==> src/rtl/axi_buffer_fifo_reader_if.sv <==
// FIFO read port plus AXI4-Stream master bundle for the axi_buffer drain side.
// The master modport is the reader: it pops the FIFO and drives the stream.
interface axi_buffer_fifo_reader_if #(
  parameter int DATA_WIDTH = 8,
  parameter int WORD_BYTES = 4
);
  logic [DATA_WIDTH-1:0]            i_fifo_data;
  logic                             i_fifo_empty;
  logic                             o_fifo_read_enable;
  logic [DATA_WIDTH*WORD_BYTES-1:0] m_axis_tdata;
  logic                             m_axis_tvalid;
  logic                             m_axis_tready;
  logic                             m_axis_tlast;

  modport master (
    input  i_fifo_data,
    input  i_fifo_empty,
    input  m_axis_tready,
    output o_fifo_read_enable,
    output m_axis_tdata,
    output m_axis_tvalid,
    output m_axis_tlast
  );

  modport slave (
    output i_fifo_data,
    output i_fifo_empty,
    output m_axis_tready,
    input  o_fifo_read_enable,
    input  m_axis_tdata,
    input  m_axis_tvalid,
    input  m_axis_tlast
  );
endinterface

==> src/rtl/axi_buffer_fifo_reader.sv <==
// Packs WORD_BYTES show-ahead FIFO entries (little-endian) into one stream word per FILL/SEND round.
// Word valid the cycle after its last pop; a stalled word holds tdata/tlast and pauses all popping.
module axi_buffer_fifo_reader #(
  parameter int DATA_WIDTH = 8,
  parameter int WORD_BYTES = 4,
  parameter int LEN_WIDTH  = 16
) (
  input  logic                 clk,
  input  logic                 reset_n,
  input  logic                 i_start,
  input  logic [LEN_WIDTH-1:0] i_length,
  output logic                 o_busy,
  output logic                 o_done,
  axi_buffer_fifo_reader_if.master bus
);

  localparam int LANE_W = (WORD_BYTES > 1) ? $clog2(WORD_BYTES) : 1;
  localparam logic [LANE_W-1:0] LAST_LANE = LANE_W'(WORD_BYTES - 1);

  typedef enum logic [1:0] {
    IDLE = 2'd0,
    FILL = 2'd1,
    SEND = 2'd2
  } state_e;

  state_e                           state_q, state_d;
  logic [LANE_W-1:0]                lane_q, lane_d;
  logic [LEN_WIDTH-1:0]             word_q, word_d;
  logic [LEN_WIDTH-1:0]             len_q, len_d;
  logic [DATA_WIDTH*WORD_BYTES-1:0] data_q, data_d;
  logic                             done_q, done_d;

  logic pop;
  logic send;
  logic last;

  assign pop  = (state_q == FILL) && !bus.i_fifo_empty;
  assign send = (state_q == SEND);
  assign last = send && (word_q == (len_q - LEN_WIDTH'(1)));

  always_comb begin
    state_d = state_q;
    lane_d  = lane_q;
    word_d  = word_q;
    len_d   = len_q;
    data_d  = data_q;
    done_d  = 1'b0;

    case (state_q)
      IDLE: begin
        if (i_start) begin
          len_d = i_length;
          if (i_length == '0) begin
            done_d = 1'b1;
          end else begin
            state_d = FILL;
            lane_d  = '0;
            word_d  = '0;
          end
        end
      end

      FILL: begin
        if (pop) begin
          for (int l = 0; l < WORD_BYTES; l++) begin
            if (lane_q == LANE_W'(l)) begin
              data_d[l*DATA_WIDTH +: DATA_WIDTH] = bus.i_fifo_data;
            end
          end
          if (lane_q == LAST_LANE) begin
            lane_d  = '0;
            state_d = SEND;
          end else begin
            lane_d = lane_q + LANE_W'(1);
          end
        end
      end

      SEND: begin
        if (bus.m_axis_tready) begin
          word_d  = word_q + LEN_WIDTH'(1);
          state_d = last ? IDLE : FILL;
          done_d  = last;
        end
      end

      default: begin
        state_d = IDLE;
      end
    endcase
  end

  // Reset drops any partially assembled word; FIFO entries already popped are lost by design.
  always_ff @(posedge clk or negedge reset_n) begin
    if (!reset_n) begin
      state_q <= IDLE;
      lane_q  <= '0;
      word_q  <= '0;
      len_q   <= '0;
      data_q  <= '0;
      done_q  <= 1'b0;
    end else begin
      state_q <= state_d;
      lane_q  <= lane_d;
      word_q  <= word_d;
      len_q   <= len_d;
      data_q  <= data_d;
      done_q  <= done_d;
    end
  end

  assign bus.o_fifo_read_enable = pop;
  assign bus.m_axis_tvalid      = send;
  assign bus.m_axis_tlast       = last;
  assign bus.m_axis_tdata       = data_q;
  assign o_busy                 = (state_q != IDLE);
  assign o_done                 = done_q;

endmodule

==> src/flat_wrapper.sv <==
// flat-port wrapper written by rule: the top's interface ports become plain ports
module axi_buffer_fifo_reader_flat 
#(
  parameter int DATA_WIDTH = 8,
  parameter int WORD_BYTES = 4,
  parameter int LEN_WIDTH  = 16
)
  (clk, reset_n, i_start, i_length, o_busy, o_done, bus_i_fifo_data, bus_i_fifo_empty, bus_m_axis_tready, bus_o_fifo_read_enable, bus_m_axis_tdata, bus_m_axis_tvalid, bus_m_axis_tlast);
  axi_buffer_fifo_reader_if #(.DATA_WIDTH(DATA_WIDTH), .WORD_BYTES(WORD_BYTES)) bus_i ();
  input  logic clk;
  input  logic reset_n;
  input  logic i_start;
  input  logic [LEN_WIDTH-1:0] i_length;
  output logic o_busy;
  output logic o_done;
  input wire logic [$bits(bus_i.i_fifo_data)-1:0] bus_i_fifo_data;
  input wire logic [$bits(bus_i.i_fifo_empty)-1:0] bus_i_fifo_empty;
  input wire logic [$bits(bus_i.m_axis_tready)-1:0] bus_m_axis_tready;
  output wire logic [$bits(bus_i.o_fifo_read_enable)-1:0] bus_o_fifo_read_enable;
  output wire logic [$bits(bus_i.m_axis_tdata)-1:0] bus_m_axis_tdata;
  output wire logic [$bits(bus_i.m_axis_tvalid)-1:0] bus_m_axis_tvalid;
  output wire logic [$bits(bus_i.m_axis_tlast)-1:0] bus_m_axis_tlast;
  assign bus_i.i_fifo_data = bus_i_fifo_data;
  assign bus_i.i_fifo_empty = bus_i_fifo_empty;
  assign bus_i.m_axis_tready = bus_m_axis_tready;
  assign bus_o_fifo_read_enable = bus_i.o_fifo_read_enable;
  assign bus_m_axis_tdata = bus_i.m_axis_tdata;
  assign bus_m_axis_tvalid = bus_i.m_axis_tvalid;
  assign bus_m_axis_tlast = bus_i.m_axis_tlast;
  axi_buffer_fifo_reader #(.DATA_WIDTH(DATA_WIDTH), .WORD_BYTES(WORD_BYTES), .LEN_WIDTH(LEN_WIDTH)) u_core (.clk(clk), .reset_n(reset_n), .i_start(i_start), .i_length(i_length), .o_busy(o_busy), .o_done(o_done), .bus(bus_i));
endmodule
==> config.mk <==
export PLATFORM = sky130hd
export DESIGN_NAME = axi_buffer_fifo_reader_flat
export DESIGN_NICKNAME = d
export VERILOG_FILES = /design/src/rtl/axi_buffer_fifo_reader_if.sv /design/src/rtl/axi_buffer_fifo_reader.sv /design/src/flat_wrapper.sv
export SDC_FILE = /design/constraint.sdc
export NUM_CORES = 1
export LEC_CHECK = 0
export BUFFER_PORTS_ARGS = -buffer_cell sky130_fd_sc_hd__buf_2
export CAP_MARGIN = 25
export CORE_MARGIN = 2
export CORE_UTILIZATION = 40
export CTS_CLUSTER_SIZE = 24
export DETAILED_ROUTE_END_ITERATION = 6
export SLEW_MARGIN = 20
export SYNTH_ARGS = -nofsm -noshare
export SYNTH_HDL_FRONTEND = slang
export SYNTH_SLANG_ARGS = --single-unit
==> constraint.sdc <==
create_clock -name clk -period 6.32 [get_ports clk]
set_input_delay 0.632 -clock clk [delete_from_list [all_inputs] [get_ports clk]]
set_output_delay 0.632 -clock clk [all_outputs]
set_load 0.05 [all_outputs]
==> results_dict.tcl <==
set metrics [dict create \
    ir_drop_mv 0.350 \
    setup_slack_ns 2.50 \
    rr_worst_depth 8 \
    clock_latency_ns 0.36 \
    clock_path_buffers 2 \
    clock-root-buffer "clkbuf_8" \
    netlist_top_cells_area "dfrtp_1 50%, mux2_2 15%, xnor2_1 3.6%" \
    first_pass_iters 4 \
    max_slew_margin_pct 41.4 \
    critPathMaxFanout 5 \
    clk_pin_slew_ns 0.09 \
    cts_tree "yes" \
    drv_cap 0 \
    start_util_pct 41.6 \
    vias 2593 \
    synth_cell_type_count 43 \
    place.gp.congestion 0.906 \
    std_cell_rows 33 \
    hold_viol 0 \
    rrSetupSlack_ns 3.54 \
    netlist_instances 304 \
    rr_startpoint "u_core.len_q[0]" \
    postSynthAreaPerCell_um2 11.3 \
    p_leak_nw 1.86 \
    synth_seq_cells 69 \
    tightestPinTransition_ns 0.879 \
    fin_crit_sh_pct 60.5 \
    cts_buffers 9 \
    avgRoutedWirePerCell_um 15.8 \
    htree_levels 3 \
    grt_use_total_pct 17.2 \
    r2r-end "u_core.o_done" \
    synth_xor_area_share_pct 6.64 \
    num-nets-final 408 \
    antenna_left 0 \
    synth-compound-area-share_pct 8.02 \
    die_width_um 96.6 \
    layoutNonFillerInstCount 483 \
    yosys.area_share.simple_pct 14.4 \
    pin_count 66 \
    via_per_inst 5.37 \
    synthesis.area_um2 3430 \
    seq_area_frac_synth_pct 50.3 \
    yosysWarnings 0 \
    dp_cells 467 \
    drive_gt1_share_pct 36.0 \
    synth_top_family_by_area "multiplexers" \
    syn_to_final_growth_pct 18.5 \
    endpoint_kind "primary output" \
    route.detailed.drc 0 \
    crit_path_end "bus_m_axis_tlast" \
    holdCritPathClass "in2async" \
    dpl_worst_slack_ns 2.90 \
    clock-sinks 69 \
    die_h_um 96.6 \
    rsz0062_at_grt "false" \
    arrival_ns 3.19 \
    period_needed_ns 3.82 \
    overflow 0 \
    first_global_vias 2567 \
    fin_skew_ns 0.0135 \
    post_cts_buffers 0 \
    setup_tns_ns 0 \
    cts_resized 0 \
    port_buffers 65 \
    finalMaxSlewViolations 0 \
    status "finished, final reports clean" \
    dieArea_um2 9340 \
    synth_nets 339 \
    postCtsHoldBufs 0 \
    synthMuxAreaShare_pct 16.0 \
    fmax_mhz 262 \
    antenna_found_initial 0 \
    crit_path_start "u_core.len_q[0]" \
    drt-total-wl_mm 7.62 \
    core_area_um2 8260 \
    final-setup-viol-count 0 \
    drtIter0Drc 93 \
    grt_pass1_wl_mm 13.0 \
    place_hpwl_mm 5.54 \
    synth_top_area_share_pct 50.3 \
    synth_fa_ha_area_share_pct 2.19 \
    critPathRequiredTime_ns 5.69 \
    diodes 0 \
    final_util_pct 49.3 \
    cp-start-kind "flip-flop" \
    critPathKind "reg2out" \
    power_density_nw_per_um2 516 \
    mostFrequentLayoutCell "dfrtp_1" \
    synth_area_leader_cell "dfrtp_1" \
    grt_max_degree 70 \
    final_cell_mix "69 x dfrtp_1, 65 x buf_2, 47 x mux2_2" \
]
==> flip-flops by register name, summed over array words and instances (netlist names) <==
signal,count
u_core.bus.m_axis_tdata,32
u_core.lane_q,2
u_core.len_q,16
u_core.o_done,1
u_core.state_q,2
u_core.word_q,16
==> critical path: stages, from the launching register on <==
cell and delay (ns):
dfrtp_1 0.42, inv_1 0.08, ha_1 0.23, nor4b_1 0.48
nand3_1 0.17, xnor2_1 0.16, or4_1 0.49, or4_4 0.44
nor2_1 0.10, buf_2 0.26
==> cells in the mapped netlist (all sizes together) <==
| library cell | count |
|---|---|
| nor2 | 19 |
| or2 | 1 |
| or3 | 3 |
| or4b | 1 |
| and4 | 2 |
| or4 | 4 |
| and3 | 2 |
| nor4b | 1 |
| o32ai | 2 |
| nand2 | 22 |
| a21o | 1 |
| o21bai | 1 |
| nor2b | 2 |
| nor3 | 8 |
| nand2b | 3 |
| mux2i | 2 |
| o31ai | 5 |
| nand4 | 6 |
| a21oi | 7 |
| ha | 6 |
| a31oi | 1 |
| a41oi | 3 |
| o221ai | 1 |
| dfrtp | 69 |
| o21ai | 12 |
| inv | 13 |
| o211a | 3 |
| a2111oi | 2 |
| nor4 | 7 |
| nor3b | 1 |
| xor2 | 12 |
| o2111ai | 1 |
| nand4b | 1 |
| or3b | 1 |
| nand3 | 4 |
| and2 | 5 |
| mux2 | 47 |
| xnor2 | 14 |
| clkbuf | 9 |
==> how the worst min path moves through the flow <==
stage                          startpoint  cells past startpoint  slack [ns]                           to
2_1_floorplan                     reset_n                      0        0.34   u_core.bus.m_axis_tdata[0]
4_1_cts                           reset_n                      2        0.50  u_core.bus.m_axis_tdata[23]
6_report                          reset_n                      2        0.47             u_core.word_q[4]
3_3_place_gp   u_core.bus.m_axis_tdata[5]                      1        0.48   u_core.bus.m_axis_tdata[5]
3_5_place_dp   u_core.bus.m_axis_tdata[9]                      1        0.49   u_core.bus.m_axis_tdata[9]
5_1_grt                       i_length[9]                      2        0.51              u_core.len_q[9]
==> area by class of cell <==
cell class / instances / area, µm²
clock buffers: 9 / 124
flip-flops and latches: 69 / 1730
clock inverters: 7 / 73.8
inverters: 13 / 48.8
multi-input cells: 213 / 1620
repair buffers: 67 / 340
well taps: 105 / 131
fillers: 774 / 4190
==> through the flow <==
stage	hold slack (ns)	total power, W	instance area, µm²
final	0.467	0.00210	4070
after global routing	0.509	0.00222	4070
after CTS	0.498	0.00212	4070
after detailed placement	0.491	0.00175	3870
after global placement	0.484	0.00173	3870
after floorplan	0.336	0.00150	3430
==> per-layer routing <==
metal	global-route usage, %	share of wire [%]	vias to the layer above
met4	7.69	1.9	0
met5	0	0	-
met2	25.6	47	71
met3	3.76	4.8	15
li1	-	-	1236
met1	24.1	46	1271
==> report_power, final <==
group / total [W] / switching, W / leakage, nW / internal [W]
Clock: 0.000361 / 0.000204 / 0.102 / 0.000157
Sequential: 0.000750 / 0.000142 / 0.862 / 0.000608
Combinational: 0.000989 / 0.000658 / 0.898 / 0.000331
==> logic make-up after synthesis <==
logic type,Yosys count
mux,49
buf+inv,22
flops,69
simple gates,93
xor+xnor,26
fa+ha+maj,6
compound gates,39
Power figures use the tool's default switching activity.
